===== config.mk =====
export PLATFORM = sky130hd
export DESIGN_NAME = rf_dump_reader_flat
export DESIGN_NICKNAME = d
export VERILOG_FILES = /design/src/rtl/rf_dump_reader_if.sv /design/src/rtl/rf_dump_reader.sv /design/src/flat_wrapper.sv
export SDC_FILE = /design/constraint.sdc
export NUM_CORES = 1
export LEC_CHECK = 0
export ABC_AREA = 0
export CAP_MARGIN = 15
export CORE_MARGIN = 3
export CORE_UTILIZATION = 38
export CTS_BUF_LIST = sky130_fd_sc_hd__clkbuf_8
export CTS_CLUSTER_SIZE = 20
export DETAILED_ROUTE_END_ITERATION = 16
export GPL_TIMING_DRIVEN = 0
export PLACE_DENSITY = 0.79
export SYNTH_ARGS = -nofsm -noshare
export SYNTH_HDL_FRONTEND = slang
export SYNTH_SLANG_ARGS = --single-unit

===== constraint.sdc =====
create_clock -name clk -period 1.3 [get_ports clk]
set_input_delay 0.13 -clock clk [delete_from_list [all_inputs] [get_ports clk]]
set_output_delay 0.13 -clock clk [all_outputs]
set_load 0.005 [all_outputs]

===== src/rtl/rf_dump_reader_if.sv =====
// rtl/rf_dump_reader_if.sv - address/data beat stream from the register-file dump reader
interface rf_dump_reader_if #(
   parameter int ADDR_W = 5,
   parameter int DATA_W = 32
);
   logic              out_valid;
   logic              out_ready;
   logic [ADDR_W-1:0] out_addr;
   logic [DATA_W-1:0] out_data;
   logic              out_last;

   modport master (
      output out_valid,
      input  out_ready,
      output out_addr,
      output out_data,
      output out_last
   );

   modport slave (
      input  out_valid,
      output out_ready,
      input  out_addr,
      input  out_data,
      input  out_last
   );
endinterface


===== src/rtl/rf_dump_reader.sv =====
// rtl/rf_dump_reader.sv - walks the register file's spare read port and streams address/data beats
module rf_dump_reader #(
   parameter int NUM_REGS = 32,
   parameter int ADDR_W   = 5,
   parameter int DATA_W   = 32
) (
   input  logic              clk,
   input  logic              rstn,
   input  logic              start,
   input  logic              single,
   input  logic [ADDR_W-1:0] idx_in,
   output logic              busy,
   output logic              done,
   output logic [ADDR_W-1:0] rf_ra,
   input  logic [DATA_W-1:0] rf_rd,
   rf_dump_reader_if.master  out_if
);

   typedef enum logic [1:0] {S_IDLE, S_READ, S_SEND, S_DONE} state_t;

   localparam logic [ADDR_W-1:0] LAST_IDX = ADDR_W'(NUM_REGS - 1);

   state_t            state_q, state_d;
   logic [ADDR_W-1:0] idx_q, idx_d;
   logic              single_q, single_d;
   logic [ADDR_W-1:0] addr_q, addr_d;
   logic [DATA_W-1:0] data_q, data_d;
   logic              last_q, last_d;

   // idx only moves on rising edges, so driving the read port from it keeps
   // the address steady through SEND/DONE/IDLE.
   assign rf_ra           = idx_q;
   assign out_if.out_addr = addr_q;
   assign out_if.out_data = data_q;
   assign out_if.out_last = last_q;

   // State register; reset aborts any dump in progress.
   always_ff @(posedge clk) begin
      if (!rstn) begin
         state_q <= S_IDLE;
      end else begin
         state_q <= state_d;
      end
   end

   // Next state: one READ bubble per beat, DONE lasts a single cycle.
   always_comb begin
      state_d = state_q;
      case (state_q)
         S_IDLE: if (start) state_d = S_READ;
         S_READ: state_d = S_SEND;
         S_SEND: if (out_if.out_ready) state_d = last_q ? S_DONE : S_READ;
         S_DONE: state_d = S_IDLE;
         default: state_d = S_IDLE;
      endcase
   end

   // Outputs decoded from the current state only.
   always_comb begin
      busy             = (state_q != S_IDLE);
      done             = (state_q == S_DONE);
      out_if.out_valid = (state_q == S_SEND);
   end

   // Datapath next values: load on start, snapshot in READ, advance on transfer.
   always_comb begin
      idx_d    = idx_q;
      single_d = single_q;
      addr_d   = addr_q;
      data_d   = data_q;
      last_d   = last_q;
      case (state_q)
         S_IDLE: begin
            if (start) begin
               idx_d    = single ? idx_in : '0;
               single_d = single;
            end
         end
         S_READ: begin
            addr_d = idx_q;
            data_d = rf_rd;
            last_d = single_q | (idx_q == LAST_IDX);
         end
         S_SEND: begin
            if (out_if.out_ready && !last_q) idx_d = idx_q + 1'b1;
         end
         default: ;
      endcase
   end

   // Datapath registers; the captured beat is frozen until its transfer.
   always_ff @(posedge clk) begin
      if (!rstn) begin
         idx_q    <= '0;
         single_q <= 1'b0;
         addr_q   <= '0;
         data_q   <= '0;
         last_q   <= 1'b0;
      end else begin
         idx_q    <= idx_d;
         single_q <= single_d;
         addr_q   <= addr_d;
         data_q   <= data_d;
         last_q   <= last_d;
      end
   end

endmodule

===== src/flat_wrapper.sv =====
// flat-port wrapper written by rule: the top's interface ports become plain ports
module rf_dump_reader_flat 
#(
   parameter int NUM_REGS = 32,
   parameter int ADDR_W   = 5,
   parameter int DATA_W   = 32
)
  (clk, rstn, start, single, idx_in, busy, done, rf_ra, rf_rd, out_if_out_valid, out_if_out_ready, out_if_out_addr, out_if_out_data, out_if_out_last);
  rf_dump_reader_if #(.ADDR_W(ADDR_W), .DATA_W(DATA_W)) out_if_i ();
  input  logic clk;
  input  logic rstn;
  input  logic start;
  input  logic single;
  input  logic [ADDR_W-1:0] idx_in;
  output logic busy;
  output logic done;
  output logic [ADDR_W-1:0] rf_ra;
  input  logic [DATA_W-1:0] rf_rd;
  output wire logic [$bits(out_if_i.out_valid)-1:0] out_if_out_valid;
  input wire logic [$bits(out_if_i.out_ready)-1:0] out_if_out_ready;
  output wire logic [$bits(out_if_i.out_addr)-1:0] out_if_out_addr;
  output wire logic [$bits(out_if_i.out_data)-1:0] out_if_out_data;
  output wire logic [$bits(out_if_i.out_last)-1:0] out_if_out_last;
  assign out_if_out_valid = out_if_i.out_valid;
  assign out_if_i.out_ready = out_if_out_ready;
  assign out_if_out_addr = out_if_i.out_addr;
  assign out_if_out_data = out_if_i.out_data;
  assign out_if_out_last = out_if_i.out_last;
  rf_dump_reader #(.NUM_REGS(NUM_REGS), .ADDR_W(ADDR_W), .DATA_W(DATA_W)) u_core (.clk(clk), .rstn(rstn), .start(start), .single(single), .idx_in(idx_in), .busy(busy), .done(done), .rf_ra(rf_ra), .rf_rd(rf_rd), .out_if(out_if_i));
endmodule

After elaboration in Yosys (flattened, before gate mapping)
Index checks and enable logic that the tools add are counted.
W data, S select, Z words.
- register bits: 46
- bits of input ports: 42
- word-level logic and storage cells: 31
- mux-type cells: 8
- add/sub/neg operators: 1
- bitwise operators: 1
- reductions and logical operators: 8
- eq/ne operators: 7
- operators by type and width (operator ; number):
    $mux W5 ; 3
    $pmux W5 S2 ; 1
    $pmux W2 S4 ; 1
    $mux W2 ; 3
    $add A5 B1 Y5 const B ; 1
    $eq A5 B5 Y1 const B ; 1
    $eq A2 B2 Y1 const B ; 2
    $ne A2 B1 Y1 const B ; 2
    $reduce_and A2 Y1 ; 2
    $reduce_bool A2 Y1 ; 2
    $reduce_and A3 Y1 ; 1
    $eq A2 B1 Y1 const B ; 1
    $logic_not A2 Y1 ; 1
    $ne A2 B2 Y1 const B ; 1
    $logic_and A1 B1 Y1 ; 1
    $logic_not A1 Y1 ; 1
    $or A1 B1 Y1 ; 1

Depth between registers and ports, before layout
- depth after elaboration: 4
- gate-level depth with buffers: 6
- depth with buffers taken out: 5

Least setup slack after synthesis
No wires, ideal clock.
- path type: register to register
- start: register u_core.idx_q[0], in the netlist u_core.rf_ra[0]
- end: register u_core.idx_q[4], in the netlist u_core.rf_ra[4]
- data arrival time: 1235 ps
- cell stages (with the launch flop): 6
- buffers on the path: 0
- path slack: -23 ps
- setup time: 88 ps
- required time: 1212 ps
- path through: dfxtp_1 > ha_1 > and3_1 > ha_1 > nand2_1 > a311oi_2
- word-level cells in the longest chain between the ends: 3
- RTL lines (element ; line ; source):
    start, declared ; rf_dump_reader.sv:24 ; logic [ADDR_W-1:0] idx_q, idx_d;
    start signal, assigned ; rf_dump_reader.sv:100 ; idx_q <= idx_d;
    $add A5 B1 Y5 ; rf_dump_reader.sv:85 ; if (out_if.out_ready && !last_q) idx_d = idx_q + 1'b1;
    $mux W5 ; rf_dump_reader.sv:85 ;
    $pmux W5 S2 ; rf_dump_reader.sv:72 ; case (state_q)
Every way passes these cells. The select of a mux whose other input is x is not followed.
A chain may end at the register's enable or synchronous reset.

Final worst setup path
- start: register u_core.state_q[1]
- end: register u_core.idx_q[4], in the netlist u_core.rf_ra[4]
- word-level cells in the longest chain between the ends: 3
- elaborated cells between the ends (all ways): 7
- classes of those cells: eq/ne (3); mux (1); reduce/logical (3)
- RTL lines (element ; line ; source):
    start, declared ; rf_dump_reader.sv:23 ; state_t state_q, state_d;
    start signal, assigned ; rf_dump_reader.sv:42 ; state_q <= state_d;
    $eq A2 B2 Y1 or $logic_not A2 Y1 (tied branches) ; rf_dump_reader.sv:72 ;
    $ne A2 B1 Y1 (no line) (tied with other cells) ; n/a ;
    $reduce_and A3 Y1 (no line) ; n/a ;
Parallel ways exist; a longest one is shown, timed or not.

==> metrics.csv <==
stage,metric,value,unit
power_and_ir_drop,p_comb_frac,0.216,
run_status,violations,setup timing,
worst_setup_path,worstSetupPathType,reg -> reg,
global_routing,overflow,0,
worst_setup_path,reg2reg_depth,5,
floorplan,core,4500,um2
power_and_ir_drop,seqPwrFrac,0.503,
timing,slew_headroom,0.708,
worst_setup_path,cp.required,1500,ps
floorplan,die_y,75.3,um
run_status,status,finished with violations,
clock_network,htreeDepth,2,
timing,rsz0062_at_grt,true,
yosys,synth-seq-area-share,0.505,
yosys,syn_area,1820,um2
finish,area.growth.synth_to_final,71.1,%
clock_network,cts-root-buf,clkbuf_8,
floorplan,die_x,75.3,um
yosys,muxShareOfSynthArea,0.0172,
yosys,synth_fa_ha_area_frac,0.0137,
placement,pre_cts_ws,-259,ps
worst_setup_path,setup.worst_path.end_class,register,
worst_setup_path,cp_max_fo,7,
power_and_ir_drop,switching_share,0.249,
timing,finalHoldViolCount,0,
yosys,ys_ff_latch,46,
worst_setup_path,crit_path_start_kind,register,
global_routing,grt_max_degree,14,
drt,drtAntennaViolNets,0,
finish,final_nets,368,
timing,finalSetupViolations,7,
yosys,netlist_instances,218,
timing,setup_slack,-79.8,ps
global_routing,grt_antenna_before_repair,0,
global_routing,grt_pass1_vias,1623,
timing,drv_slew,0,
placement,port_buffers,87,
global_routing,grt_util_all_layers,0.177,
global_routing,grt_first_pass_wirelength,7670,um
worst_setup_path,path_common_cell,buf_6,
timing,period_needed,1380,ps
finish,diodes,0,
timing,fin_skew,4.17,ps
finish,stdcell_area,3120,um2
floorplan,rows,24,
floorplan,io-pin-count,88,
worst_setup_path,cpPeakStageDelay,330,ps
worst_setup_path,critical_path_arrival,1580,ps
power_and_ir_drop,leakage,0.00149,uW
placement,dp_hpwl,3500,um
power_and_ir_drop,p_switching,767,uW
drt,via_per_inst,4.85,
drt,drt-pass1-iter-count,4,
yosys,syn_avg_cell_area,8.36,um2
worst_setup_path,crit_path_cell_trace,buf_6 > buf_6 > and4bb_4 > or2_4 > a311oi_2,
drt,vias,1828,
yosys,synth_edf_count,0,
drt,drtIter0Drc,41,
yosys,yosysWarnings,0,
flow_run,cap_viol_max_count,0,
drt,wl_per_cell,13.6,um
clock_network,clock_latency,290,ps
clock_network,clockBufferDepth,2,
worst_setup_path,critPathSlowestCell,dfxtp_2,
hold_path,hp-class,in -> reg,
drt,wl,5130,um
yosys,yosysUniqueCellTypes,34,
yosys,synth_top_family_by_area,simple AND/OR/NAND/NOR gates,
yosys,synth_xor_area_frac,0,
timing,fmax,725,MHz
power_and_ir_drop,intPower,2320,uW
floorplan,die_area,5660,um2
drt,drc,0,
clock_network,clk_pin_slew,80,ps
hold_path,whs_path_depth,3,
floorplan,start_util,0.405,
clock_network,cts_made_buffers,5,
power_and_ir_drop,clkPwrFrac,0.281,
placement,gp_congestion,0.846,
clock_network,clock_sinks,46,
timing,min_period_over_period,1.06,
yosys,synthSimpleGateAreaFrac,0.244,
yosys,synth_flop_cell,dfxtp_1,
yosys,synth_nets,262,
timing,worst_slew_pin_slew,438,ps
yosys,synth_compound_area_frac,0.167,
power_and_ir_drop,p_per_area,988,nW/um2
clock_network,cts-hold-fix-buffers,0,
yosys,async_flop_share,0,
clock_network,cts_tree,built,
placement,dpl_cell_area,2760,um2
finish,drive_above_1_share,0.218,
power_and_ir_drop,ir_drop,573,uV
## logic make-up (layout without fill, tap and decap cells)
kind of cell / after synthesis / in the layout
flip-flops: 46 / 46
adder cells (fa/ha/maj): 2 / 2
AO/OA/AOI/OAI: 49 / 49
buffers and inverters: 18 / 125
multiplexers: 3 / 3
AND/OR/NAND/NOR: 100 / 100
## cells in the final DEF, fill, tap and decap left out, types with 3 or more instances in the layout
cell and count:
dlygate4sd2_1 5, dfxtp_4 4, nor3_1 4, a21oi_2 3, buf_6 9, buf_2 3, a21oi_1 35, dlymetal6s2s_1 19
buf_4 11, dfxtp_2 13, clkbuf_8 6, nand2_1 78, clkdlybuf4s50_1 60, dfxtp_1 29
## cell type report
type | count | area, um2
clock buffer | 6 | 82.6
tap | 52 | 65.1
buffer | 14 | 109
inverter | 3 | 13.8
fill | 401 | 1390
clock inverter | 2 | 8.76
timing repair buffer | 100 | 1030
sequential | 46 | 952
multi-input combinational | 154 | 862
## metal layers
metal	part of all wire	up-vias	track usage
met5	0	-	0
met3	0.067	8	0.0494
met2	0.48	63	0.294
met4	0.013	0	0.0466
met1	0.44	819	0.228
li1	-	938	-
## power by group through the flow
stage | clock network [uW] | logic (uW) | registers (uW)
2_1_floorplan | 0 | 253 | 1570
3_3_place_gp | 0 | 593 | 1570
3_5_place_dp | 0 | 601 | 1570
4_1_cts | 902 | 655 | 1540
5_1_grt | 958 | 732 | 1560
6_report | 867 | 666 | 1550
## through the flow
stage | instances | TNS [ps] | hold WS [ps] | total power [uW] | utilization
6_report | 377 | -249 | 378 | 3080 | 0.693
5_1_grt | 377 | -1600 | 367 | 3250 | 0.693
4_1_cts | 374 | -365 | 368 | 3100 | 0.663
3_5_place_dp | 357 | -8060 | 446 | 2170 | 0.613
3_3_place_gp | 357 | -6850 | 441 | 2160 | 0.613
2_1_floorplan | 218 | 0 | 248 | 1830 | -
## path summary, 6_finish.rpt
kind                              start                    endpoint  slack (ps)
max                   u_core.state_q[1]             u_core.rf_ra[4]         -80
min                           rf_rd[21]  u_core.out_if.out_data[21]         380
max reg2reg           u_core.state_q[1]             u_core.rf_ra[4]         -80
min reg2reg  u_core.out_if.out_data[22]  u_core.out_if.out_data[22]         450
## sequential cells by signal, summed over array words and instances, names as in the netlist
register                cells
u_core.out_if.out_addr      5
u_core.out_if.out_data     32
u_core.out_if.out_last      1
u_core.rf_ra                5
u_core.single_q             1
u_core.state_q              2
## cell usage after synthesis, types with 2 or more instances
master	count	share of area
ha_1	2	0.014
nand2_1	79	0.16
buf_2	5	0.014
nor2_1	2	0.0041
clkbuf_1	2	0.0041
nand3_1	2	0.0055
dfxtp_1	46	0.51
buf_1	2	0.0041
a311oi_2	2	0.016
a21oi_1	38	0.10
inv_1	2	0.0041
buf_4	6	0.025
and3_1	2	0.0069
nor3_1	5	0.014
o22a_1	2	0.0096
nand2b_1	2	0.0069
mux2i_1	2	0.011
## critical path, delay by kind of cell (launching register included)
| kind | cells | cell delay, ps |
|---|---|---|
| flip-flops | 1 | 330 |
| buffers and inverters | 2 | 230 |
| AO/OA/AOI/OAI | 1 | 240 |
| AND/OR/NAND/NOR | 2 | 490 |
## repair_timing
action | 4_1_cts | 5_1_grt
pin swaps | 1 | 6
setup endpoints to repair | 24 | 73
resized for setup | 36 | 45
setup buffers | 9 | 4
No activity file was read; power rests on OpenSTA's default activity.
